$ cat src/rtl/bnn_image_loader.sv
// Streams thresholded pixel rows into the shared input SRAM for the binary conv engine:
// one header word and dim row words per image, then the terminator word, then a conv_run pulse.
module bnn_image_loader #(
   parameter int unsigned THRESH_W = 8
) (
   input  logic                clk,
   input  logic                reset_b,
   input  logic                loader_run,
   input  logic [THRESH_W-1:0] threshold,
   output logic                loader_busy,
   input  logic                pix_valid,
   output logic                pix_ready,
   input  logic [THRESH_W-1:0] pix_data,
   input  logic                pix_last,
   output logic                sram_write_enable,
   output logic [11:0]         sram_write_address,
   output logic [15:0]         sram_write_data,
   input  logic                conv_busy,
   output logic                conv_run
);

   typedef enum logic [2:0] {IDLE, HDR, PIX, TERM, DONE} state_t;

   state_t              state, next_state;
   logic [THRESH_W-1:0] thr;
   logic [11:0]         ptr;
   logic [4:0]          dim;
   logic [4:0]          dim_dec;
   logic [3:0]          col, row;
   logic [15:0]         acc, row_word;
   logic                term_sent;
   logic                start, accept, row_end, img_end, pix_bit;

   always_comb begin
      start    = (state == IDLE) && loader_run && !conv_busy;
      accept   = pix_valid && pix_ready;
      row_end  = ({1'b0, col} == (dim - 5'd1));
      img_end  = row_end && ({1'b0, row} == (dim - 5'd1));
      pix_bit  = (pix_data >= thr);
      row_word = acc | (16'(pix_bit) << col);
      if (pix_data[4])      dim_dec = 5'd16;
      else if (pix_data[2]) dim_dec = 5'd12;
      else                  dim_dec = 5'd10;
   end

   always_ff @(posedge clk or negedge reset_b) begin
      if (!reset_b) state <= IDLE;
      else          state <= next_state;
   end

   always_comb begin
      next_state = state;
      case (state)
         IDLE: if (start) next_state = HDR;
         HDR:  if (accept) next_state = PIX;
         PIX:  if (accept && img_end) next_state = pix_last ? TERM : HDR;
         TERM: if (term_sent) next_state = DONE;
         DONE: next_state = IDLE;
         default: next_state = IDLE;
      endcase
   end

   always_comb begin
      pix_ready   = (state == HDR) || (state == PIX);
      loader_busy = (state == HDR) || (state == PIX) || (state == TERM);
      conv_run    = (state == DONE);
   end

   // Every SRAM write is registered one cycle after its trigger, so pixel intake never stalls.
   always_ff @(posedge clk or negedge reset_b) begin
      if (!reset_b) begin
         thr                <= '0;
         ptr                <= '0;
         dim                <= '0;
         col                <= '0;
         row                <= '0;
         acc                <= '0;
         term_sent          <= 1'b0;
         sram_write_enable  <= 1'b0;
         sram_write_address <= '0;
         sram_write_data    <= '0;
      end else begin
         sram_write_enable <= 1'b0;
         case (state)
            IDLE: begin
               if (start) begin
                  thr       <= threshold;
                  ptr       <= '0;
                  term_sent <= 1'b0;
               end
            end
            HDR: begin
               if (accept) begin
                  dim                <= dim_dec;
                  sram_write_enable  <= 1'b1;
                  sram_write_address <= ptr;
                  sram_write_data    <= {11'd0, dim_dec};
                  ptr                <= ptr + 12'd1;
                  col                <= '0;
                  row                <= '0;
                  acc                <= '0;
               end
            end
            PIX: begin
               if (accept) begin
                  if (row_end) begin
                     sram_write_enable  <= 1'b1;
                     sram_write_address <= ptr;
                     sram_write_data    <= row_word;
                     ptr                <= ptr + 12'd1;
                     acc                <= '0;
                     col                <= '0;
                     row                <= row + 4'd1;
                  end else begin
                     acc <= row_word;
                     col <= col + 4'd1;
                  end
               end
            end
            TERM: begin
               // The final row write is on the bus during the first TERM cycle.
               if (sram_write_enable && !term_sent) begin
                  sram_write_enable  <= 1'b1;
                  sram_write_address <= ptr;
                  sram_write_data    <= 16'h00FF;
                  ptr                <= ptr + 12'd1;
                  term_sent          <= 1'b1;
               end
            end
            default: ;
         endcase
      end
   end

endmodule

$ cat config.mk
export PLATFORM = sky130hd
export DESIGN_NAME = bnn_image_loader
export DESIGN_NICKNAME = d
export VERILOG_FILES = /design/src/rtl/bnn_image_loader.sv
export SDC_FILE = /design/constraint.sdc
export NUM_CORES = 1
export LEC_CHECK = 0
export ABC_CLOCK_PERIOD_IN_PS = 5600
export CAP_MARGIN = 30
export CORE_ASPECT_RATIO = 1.4
export CORE_MARGIN = 1
export CORE_UTILIZATION = 65
export CTS_CLUSTER_SIZE = 25
export DETAILED_ROUTE_END_ITERATION = 10
export DONT_BUFFER_PORTS = 1
export PLACE_DENSITY = 0.85
export SETUP_SLACK_MARGIN = 0.05
export SYNTH_ARGS = -nofsm -noshare
export SYNTH_HDL_FRONTEND = slang
export SYNTH_SLANG_ARGS = --single-unit
export TNS_END_PERCENT = 5
$ cat constraint.sdc
create_clock -name clk -period 5.6 [get_ports clk]
set_input_delay 1.12 -clock clk [delete_from_list [all_inputs] [get_ports clk]]
set_output_delay 1.12 -clock clk [all_outputs]
set_load 0.005 [all_outputs]
Word-level counts from Yosys, hierarchy flattened. Index checks and enable logic that the tools add are counted.

Add/sub/neg operators: 4. Magnitude comparators: 1. Equal/unequal tests: 13. Shifts and indexed selects: 1. Mux-type cells: 43. Bitwise logic cells: 1. Reductions and logical operators: 23.

Operators with widths (number): 16-bit two-way mux (7); 12-bit two-way mux (9); 12-bit case mux with 4 select lines (1); 16-bit case mux with 3 select lines (1); 12-bit case mux with 3 select lines (1); 16-bit case mux with 2 select lines (1); 4-bit two-way mux (5); 16-bit bitwise OR (1); 4-bit case mux with 2 select lines (2); 1-bit by 4-bit left shift with 16-bit output (1); 3-bit two-way mux (5); 12-bit by 1-bit adder with 12-bit output (second input constant) (1); 2-bit inequality test (second input constant) (6); 3-bit case mux with 4 select lines (1); 4-bit by 5-bit equality test with 1-bit output (2); 4-bit by 1-bit adder with 4-bit output (second input constant) (2); 8-bit greater-or-equal comparator (1); 4-bit AND reduction (2); 3-bit by 2-bit equality test with 1-bit output (second input constant) (2); 1-bit logical AND (6); 1-bit two-way mux (6); 3-bit AND reduction (2); 6-bit AND reduction (1); 5-bit two-way mux (1); other kinds (15) (19).

Register bits after elaboration: 82. Bits of input ports: 22. Output and inout bits: 32. Logic and storage cells: 97.

Logic depth before layout (Yosys ltp). Gate-level depths: netlist (run 1).

Word-level depth: 6. Depth in mapped cells: 9. Gate-level depth less buffers: 8.

Least setup slack after synthesis (run 1). Ideal clock, no wire load.

Path kind: in2reg. From: input port pix_data[0]. To: register sram_write_data[5]. Library setup time: 139 ps. Arrival time: 2679 ps. Required time: 5461 ps. Path slack: 2781 ps. Cell stages on the path: 8. Path buffers: 1. Path through: inv_1 > ha_1 > nand2b_1 > a2111oi_0 > o41ai_2 > clkbuf_1 > a311oi_1 > a31oi_1.

Longest elaborated chain between the ends: 6.

RTL lines: from (decl) (line 13) `input logic [THRESH_W-1:0] pix_data,`; 8-bit greater-or-equal comparator (line 39) `pix_bit = (pix_data >= thr);`; 1-bit by 4-bit left shift with 16-bit output (line 40) `row_word = acc | (16'(pix_bit) << col);`; 16-bit bitwise OR (line 40); 16-bit two-way mux (line 106) `if (row_end) begin`; 16-bit two-way mux (line 105) `if (accept) begin`; 16-bit case mux with 3 select lines (line 84) `case (state)`; to (signal assigned) (line 97) `sram_write_data <= {11'd0, dim_dec};`; to (signal assigned) (line 109) `sram_write_data <= row_word;`; to (decl) (line 17) `output logic [15:0] sram_write_data,`.

Every way passes these cells. The select of a mux whose other input is x is not followed. A chain may end at the register's enable or synchronous reset.

Worst setup path in the final report (run 1).
From: register dim[1]. To: register sram_write_data[3].

Longest elaborated chain between the ends: 4.

RTL lines: from (decl) (line 27) `logic [4:0] dim;`; from (signal assigned) (line 94) `dim <= dim_dec;`; 5-bit by 1-bit subtractor with 5-bit output (line 37) `row_end = ({1'b0, col} == (dim - 5'd1));`; 4-bit by 5-bit equality test with 1-bit output (line 37); 2-bit inequality test (no source line); 5-bit AND reduction (no source line).

Every way passes these cells.

==> reports/qor.yml, run 1 <==
chipHeight_microns: 96.45
synth_top_area_share_pct: 48.94
fillers: 449
numCtsBuffers: 9
rows: 34
syn-cell-area_sq_mm: 0.004141
place.gp.congestion: 0.9085
setup_viol: 0
cts_num_sinks: 81
hold_violations: 0
p_total_mw: 2.000
cts_max_level: 3
synth-seq-area-share_pct: 48.94
cts_setup_buffers: 0
drive_gt1_share_pct: 8.983
finalClockSkew_ps: 11.36
crit_path_max_incr_delay_ps: 730
register_area_sq_mm: 0.002027
synth_top_area_cell: "dfrtp_1"
cp-start-kind: "flop"
ios: 54
finalCritPeriodShare_pct: 53.05
die_x_microns: 69.46
end_kind: "flop"
worstHoldPathType: "in2async"
port_buffers: 0
fin_tns_setup_ps: 0
cp_max_fo: 37
synthDistinctLibCells: 49
leakage_nw: 1.994
die_area_sq_mm: 0.006699
avgSynthCellArea_sq_um: 9.722
track_usage_pct: 27.41
core_sq_mm: 0.006168
drv_slew: 0
grt_max_degree: 82
grt_pass1_wl_microns: 14060
antenna_found_initial: 0
max_slew_margin_pct: 39.90
yosysWarnings: 0
clk_latency_ps: 360
power_per_cell_area_mw_per_mm2: 459.5
grt_overflow: 0
first_pass_iters: 4
vias: 3108
ff2ff_path_depth: 9
routed_wl_microns: 8612
ys_ff_latch: 81
initial_core_util_pct: 67.14
crit_slowest_cell: "and2_1"
maxCapViolCount: 0
path_clk_slew_ps: 90
synth-edff-count: 0
drcViolationCount: 0
syn_nets: 460
period_minus_slack_ps: 2971
critPathTopFamily: "simple AND/OR/NAND/NOR gates"
utilization_pct: 70.55
worstSetupPathDepth: 9
rsz0062_at_grt: "false"
criticalPathCategory: "reg2reg"
multiInputGateArea_sq_mm: 0.001939
ant_nets: 0
antenna_cells: 0
clock_path_buffers: 2
irDropWorstVdd_mv: 0.3043
first_global_vias: 2921
wl_per_cell_microns: 17.40
cp_cell_sequence: "inv_1, ha_1, xor2_1, and3b_1, o211ai_2, buf_4, and2_1, inv_2, mux2_2"
cts.repair.resized: 0
cp.arrival_ps: 3210
synthArstFlopShare_pct: 100.0
synth_ff_type: "dfrtp_1"
crit_buf_inv: 3
drt_iter0_markers: 198
syn_inst: 426
ys_top_cells_by_area: "dfrtp_1, nand2_1, ha_1"
reg2reg_slack_ps: 2630
cts_root_buffer: "clkbuf_8"
cts_hold_buf: 0
yosysMostFrequentCell: "dfrtp_1"
worst_slew_pin_slew_ps: 897.6
fmax_mhz: 336.6
required_ps: 5840
vias_per_cell: 6.279
status: "finished, final reports clean"
cts_tree: "done"
syn_to_final_growth_pct: 5.075
dp_hpwl_microns: 6117
fin_nets: 452
synth_common_cells: "dfrtp_1, nand2_1, nor2_1"
cells in the final DEF, fill, tap and decap left out, types with 3 or more instances in the layout:
cell type  instances
nor3_1             9
nand2_1           48
a311oi_1           3
a21oi_1           13
inv_6              3
xor2_1             5
nor2b_1           10
mux2_2             8
mux2_4             4
o21a_1             3
nand3_1           20
ha_1              12
a211oi_1          10
dfrtp_1           81
buf_4              3
and3_1             3
inv_1             23
and2_1             6
nand2b_1          16
or3_1              5
nor2_1            29
a31oi_1           23
clkbuf_8           9
xnor2_1            5
mux2i_1           11
o21ai_0           25
or4b_1             3
power by group:
part           leakage [nW]  internal (mW)  switching (mW)
sequential             1.08          0.734           0.157
clock                0.0925          0.169           0.232
combinational         0.818          0.291           0.417
total                  1.99           1.19           0.806
per-layer routing:
metal / global-route usage, % / share of wire (%) / up-vias
met1: 33.06 / 41 / 1504
met5: 0 / 0 / -
met2: 46.28 / 50 / 89
li1: - / - / 1492
met4: 12.59 / 3.0 / 0
met3: 7.365 / 5.9 / 23
cell type report:
| type | instances | area share (%) |
|---|---|---|
| clock buffer | 9 | 2.846 |
| inverter | 24 | 2.070 |
| tap | 72 | 2.070 |
| clock inverter | 7 | 1.351 |
| sequential | 81 | 46.58 |
| multi-input combinational | 299 | 44.57 |
| timing repair buffer | 3 | 0.5175 |
registers in the layout, summed over array words and instances (netlist names):
register            count
acc                    16
sram_write_data        16
ptr                    12
sram_write_address     12
thr                     8
col                     4
dim                     4
row                     4
state                   3
sram_write_enable       1
term_sent               1
logic make-up (layout without fill, tap and decap cells):
logic type	after synthesis	in the layout	share of synthesized area, %
xor+xnor	10	10	2.115
compound gates	95	95	15.14
simple gates	159	159	19.25
mux	23	23	6.284
buf+inv	46	43	4.652
fa+ha+maj	12	12	3.625
flops	81	81	48.94
worst paths after layout:
| check | from | end |
|---|---|---|
| worst max-delay path | dim[1] | sram_write_data[3] |
| worst min-delay path | reset_b | sram_write_address[5] |
| worst max register to register | dim[1] | sram_write_data[3] |
| worst min register to register | thr[0] | thr[0] |
| max in group asynchronous | reset_b | row[2] |
| min in group clk | thr[0] | thr[0] |
through the flow:
| step | hold slack, ps | setup slack (ps) | cells | area, sq um |
|---|---|---|---|---|
| after global placement | 466.9 | 2407 | 478 | 4161 |
| final | 439.5 | 2629 | 495 | 4352 |
| after detailed placement | 488.0 | 2410 | 479 | 4169 |
| after global routing | 417.7 | 2391 | 495 | 4352 |
| after CTS | 427.5 | 2628 | 495 | 4352 |
| after floorplan | 449.7 | 2781 | 426 | 4141 |
Note: power is estimated with default switching activity, not from simulation.
==> run 2, diff against run 1 <==
--- a/config.mk
+++ b/config.mk
@@ -5,15 +5,15 @@
 export SDC_FILE = /design/constraint.sdc
 export NUM_CORES = 1
 export LEC_CHECK = 0
-export ABC_CLOCK_PERIOD_IN_PS = 5600
+export ABC_CLOCK_PERIOD_IN_PS = 2700
 export CAP_MARGIN = 30
 export CORE_ASPECT_RATIO = 1.4
 export CORE_MARGIN = 1
-export CORE_UTILIZATION = 65
+export CORE_UTILIZATION = 57
 export CTS_CLUSTER_SIZE = 25
 export DETAILED_ROUTE_END_ITERATION = 10
 export DONT_BUFFER_PORTS = 1
-export PLACE_DENSITY = 0.85
+export PLACE_DENSITY = 0.79
 export SETUP_SLACK_MARGIN = 0.05
 export SYNTH_ARGS = -nofsm -noshare
 export SYNTH_HDL_FRONTEND = slang
==> constraint.sdc (replaced) <==
create_clock -name clk -period 2.7 [get_ports clk]
set_input_delay 0.54 -clock clk [delete_from_list [all_inputs] [get_ports clk]]
set_output_delay 0.54 -clock clk [all_outputs]
set_load 0.005 [all_outputs]
==> reports/qor.yml, run 2 (synthesis results as in run 1) <==
p_total_mw: 4.436
initial_core_util_pct: 59.32
first_global_vias: 3179
chipHeight_microns: 102.9
port_buffers: 0
crit_slowest_cell: "a2111oi_0"
fillers: 561
leakage_nw: 2.064
ios: 54
ant_nets: 0
worst_slew_pin_slew_ps: 873.7
die_area_sq_mm: 0.007615
antenna_cells: 0
cts_root_buffer: "clkbuf_8"
maxCapViolCount: 0
ff2ff_path_depth: 7
cp_max_fo: 16
cts_tree: "done"
vias: 3186
final_cell_mix: "dfrtp_1, nand2_1, nor2_1, o21ai_0"
utilization_pct: 64.64
setup_viol: 0
required_ps: 2930
die_x_microns: 74.04
drv_slew: 0
rows: 36
critPathTopFamily: "compound AO/OA/AOI/OAI gates"
first_pass_iters: 5
grt_max_degree: 82
power_per_cell_area_mw_per_mm2: 982.9
hold_violations: 0
grt_pass1_wl_microns: 15020
finalClockSkew_ps: 9.269
wl_per_cell_microns: 17.57
syn_to_final_growth_pct: 8.973
register_area_sq_mm: 0.002027
path_clk_slew_ps: 80
fmax_mhz: 400.1
cp-start-kind: "flop"
largestRegisters: "acc (16), sram_write_data (16)"
fin_tns_setup_ps: 0
regToRegEndpoint: "sram_write_data[7]"
cts_max_level: 3
cts_num_sinks: 81
critPathLaunch: "thr[0]"
drcViolationCount: 0
drt_iter0_markers: 188
drive_gt1_share_pct: 10.88
clk_latency_ps: 360
reg2reg_slack_ps: 200
final_common_cell: "dfrtp_1"
place.gp.congestion: 0.8721
criticalPathCategory: "reg2reg"
rsz0062_at_grt: "false"
track_usage_pct: 26.37
numCtsBuffers: 9
status: "finished, final reports clean"
fin_nets: 461
vias_per_cell: 6.046
dp_hpwl_microns: 6492
multiInputGateArea_sq_mm: 0.001939
cp_cell_sequence: "ha_1, nand2b_1, a2111oi_0, o41ai_4, buf_4, a311oi_1, a31oi_1"
crit_path_max_incr_delay_ps: 710
worstHoldPathType: "in2async"
crit_buf_inv: 1
antenna_found_initial: 0
grt_overflow: 0
finalCritPeriodShare_pct: 92.56
period_minus_slack_ps: 2499
routed_wl_microns: 9258
cp.arrival_ps: 2730
max_slew_margin_pct: 41.55
r2r-start: "thr[0]"
irDropWorstVdd_mv: 0.4742
clock_path_buffers: 2
core_sq_mm: 0.006982
end_kind: "flop"
-- run 2: cell count changes in the layout (fill, tap and decap cells not counted) --
cell,before,now
bufinv_16,0,2
clkbuf_8,9,10
buf_16,0,1
inv_8,1,0
inv_6,3,1
buf_4,3,11
-- run 2: power breakdown --
part	internal, mW	switching (mW)
Clock	0.549	0.458
Sequential	1.52	0.306
Combinational	0.659	0.941
Total	2.73	1.71
-- run 2: area by class of cell --
cell class	count	area share [%]
sequential	81	44.91
multi-input combinational	299	42.97
clock buffer	10	3.050
tap	95	2.634
timing repair buffer	12	2.440
clock inverter	6	1.996
inverter	24	1.996
-- run 2: worst max path at each step --
stage | cells past startpoint | slack (ps) | end
finish | 7 | 200 | sram_write_data[7]
global route | 7 | 130 | sram_write_data[7]
CTS | 7 | 170 | ptr[8]
detailed placement | 8 | 20 | sram_write_data[7]
global placement | 8 | 90 | sram_write_data[7]
floorplan | 8 | 460 | sram_write_data[5]
-- run 2: per-layer routing --
layer,up-vias,GRT usage (%),part of all wire [%]
li1,1508,-,-
met1,1567,31.72,41
met2,84,43.15,52
met3,27,4.985,4.9
met4,0,16.57,2.9
met5,-,0,0
-- run 2: stage by stage --
| stage | cell area (sq um) | worst slack [ps] | cells | hold slack (ps) |
|---|---|---|---|---|
| 6_report | 4513 | 200.9 | 527 | 70.32 |
| 2_1_floorplan | 4141 | 461.3 | 426 | 244.4 |
| 5_1_grt | 4513 | 128.6 | 527 | 100.3 |
| 3_5_place_dp | 4250 | 19.53 | 509 | 247.0 |
| 3_3_place_gp | 4250 | 90.49 | 509 | 246.7 |
| 4_1_cts | 4506 | 167.0 | 526 | 88.54 |
-- run 2: repair_timing --
action,in CTS,in global routing
buffers inserted,0,1
setup endpoints to repair,0,1
hold buffers,1,0
hold endpoints to repair,81,0
resized for setup,0,0
==> run 3, diff against run 2 <==
--- a/config.mk
+++ b/config.mk
@@ -5,15 +5,15 @@
 export SDC_FILE = /design/constraint.sdc
 export NUM_CORES = 1
 export LEC_CHECK = 0
-export ABC_CLOCK_PERIOD_IN_PS = 2700
+export ABC_CLOCK_PERIOD_IN_PS = 3100
 export CAP_MARGIN = 30
 export CORE_ASPECT_RATIO = 1.4
 export CORE_MARGIN = 1
-export CORE_UTILIZATION = 57
+export CORE_UTILIZATION = 65
 export CTS_CLUSTER_SIZE = 25
 export DETAILED_ROUTE_END_ITERATION = 10
 export DONT_BUFFER_PORTS = 1
-export PLACE_DENSITY = 0.79
+export PLACE_DENSITY = 0.85
 export SETUP_SLACK_MARGIN = 0.05
 export SYNTH_ARGS = -nofsm -noshare
 export SYNTH_HDL_FRONTEND = slang
==> constraint.sdc (replaced) <==
create_clock -name clk -period 3.1 [get_ports clk]
set_input_delay 0.62 -clock clk [delete_from_list [all_inputs] [get_ports clk]]
set_output_delay 0.62 -clock clk [all_outputs]
set_load 0.005 [all_outputs]
==> reports/qor.yml, run 3 (synthesis results as in run 1) <==
required_ps: 3350
clk_latency_ps: 360
regToRegEndpoint: "sram_write_data[4]"
die_area_sq_mm: 0.006699
largestRegisters: "acc (16), sram_write_data (16)"
drive_gt1_share_pct: 9.624
max_slew_margin_pct: 38.63
power_switching_mw: 1.492
path_clk_slew_ps: 90
pwr-share-clk_pct: 19.9
ios: 54
cp.arrival_ps: 2880
criticalPathCategory: "reg2reg"
cts_max_level: 3
numCtsBuffers: 9
drv_slew: 0
hold_violations: 0
vias: 3161
status: "finished, final reports clean"
cts_setup_buffers: 0
placed_cells: 481
maxCapViolCount: 0
period_minus_slack_ps: 2624
grt_max_degree: 82
drt_iter0_markers: 252
cts_num_sinks: 81
track_usage_pct: 28.74
chipHeight_microns: 96.45
hold_slack_ps: 138.3
power_per_cell_area_mw_per_mm2: 837.7
place.gp.congestion: 0.8607
dp_hpwl_microns: 6314
die_x_microns: 69.46
power.sequential.fraction_pct: 43.6
syn_to_final_growth_pct: 6.224
wl_per_cell_microns: 18.18
finalClockSkew_ps: 10.10
switching_share_pct: 40.49
reg2reg_slack_ps: 480
rows: 34
dr_wl_met2_microns: 4664
worstHoldPathType: "in2async"
port_buffers: 0
routed.top_layer: "met4"
final_cell_mix: "dfrtp_1, nand2_1, nor2_1, o21ai_0"
grt_pass1_wl_microns: 14720
final_area_sq_mm: 0.004399
irDropWorstVdd_mv: 0.6184
antenna_cells: 0
final_common_cell: "dfrtp_1"
cp_max_fo: 17
final_cells: 498
crit_end: "sram_write_data[4]"
leakage_nw: 2.015
place_area_sq_mm: 0.004184
grt_overflow: 0
critPathLaunch: "dim[1]"
p_total_mw: 3.685
first_global_vias: 3097
worst_slew_pin_slew_ps: 917.5
routed_wl_microns: 9055
r2r-start: "dim[1]"
core_sq_mm: 0.006168
rsz0062_at_grt: "false"
clock_path_buffers: 2
ant_nets: 0
met1Wirelength_microns: 3659
antenna_found_initial: 0
setup_viol: 0
initial_core_util_pct: 67.14
cts_tree: "done"
p_comb_share_pct: 36.5
p_int_mw: 2.193
ff2ff_path_depth: 8
cts_root_buffer: "clkbuf_8"
met3_length_microns: 465
first_pass_iters: 4
fmax_mhz: 381.1
end_kind: "flop"
fin_nets: 455
finalCritPeriodShare_pct: 84.66
vias_per_cell: 6.347
cp-start-kind: "flop"
drcViolationCount: 0
fin_tns_setup_ps: 0
run 3: worst min path at each step:
stage / endpoint / slack [ps] / depth (start not counted)
finish: ptr[6] / 140 / 1
global route: sram_write_address[5] / 150 / 1
CTS: sram_write_address[5] / 150 / 1
detailed placement: sram_write_address[5] / 330 / 0
global placement: sram_write_address[5] / 330 / 0
floorplan: acc[0] / 320 / 0
run 3: critical path: stages (launching register included):
cell and delay [ps]:
dfrtp_1 450, inv_1 80, ha_1 230, xor2_1 190, and3b_1 230, o211ai_2 210
and2_1 690, inv_2 130, mux2_2 310
run 3: power by group through the flow:
stage	clock [mW]	combinational, mW	sequential, mW
6_report	0.732	1.34	1.61
5_1_grt	0.777	1.50	1.65
4_1_cts	0.745	1.34	1.60
3_5_place_dp	0	1.30	1.62
3_3_place_gp	0	1.24	1.61
2_1_floorplan	0	1.09	1.50
run 3: timing repair:
| item | CTS | global route |
|---|---|---|
| gates resized for setup | 0 | 0 |
| hold endpoints to repair | 81 | 0 |
| hold buffers | 1 | 0 |
run 3: cell type report:
cell class                      instances  area, sq um
Sequential cell                        81         2027
Multi-Input combinational cell        299         1939
Fill cell                             446         1769
Clock buffer                           10        137.6
Inverter                               24        90.09
Tap cell                               72        90.09
Timing Repair Buffer                    6        65.06
Clock inverter                          6        50.05
run 3: per-stage QoR:
stage          utilization [%]  setup WS, ps
6_report                 71.32         475.7
5_1_grt                  71.32         334.1
4_1_cts                  71.32         470.6
3_5_place_dp             67.83         405.3
3_3_place_gp             67.83         465.5
2_1_floorplan                -         781.3
run 3: routing by layer:
metal / vias to the layer above / GRT usage (%)
li1: 1497 / -
met1: 1544 / 32.85
met2: 94 / 50.00
met3: 26 / 7.573
met4: 0 / 14.80
met5: - / 0
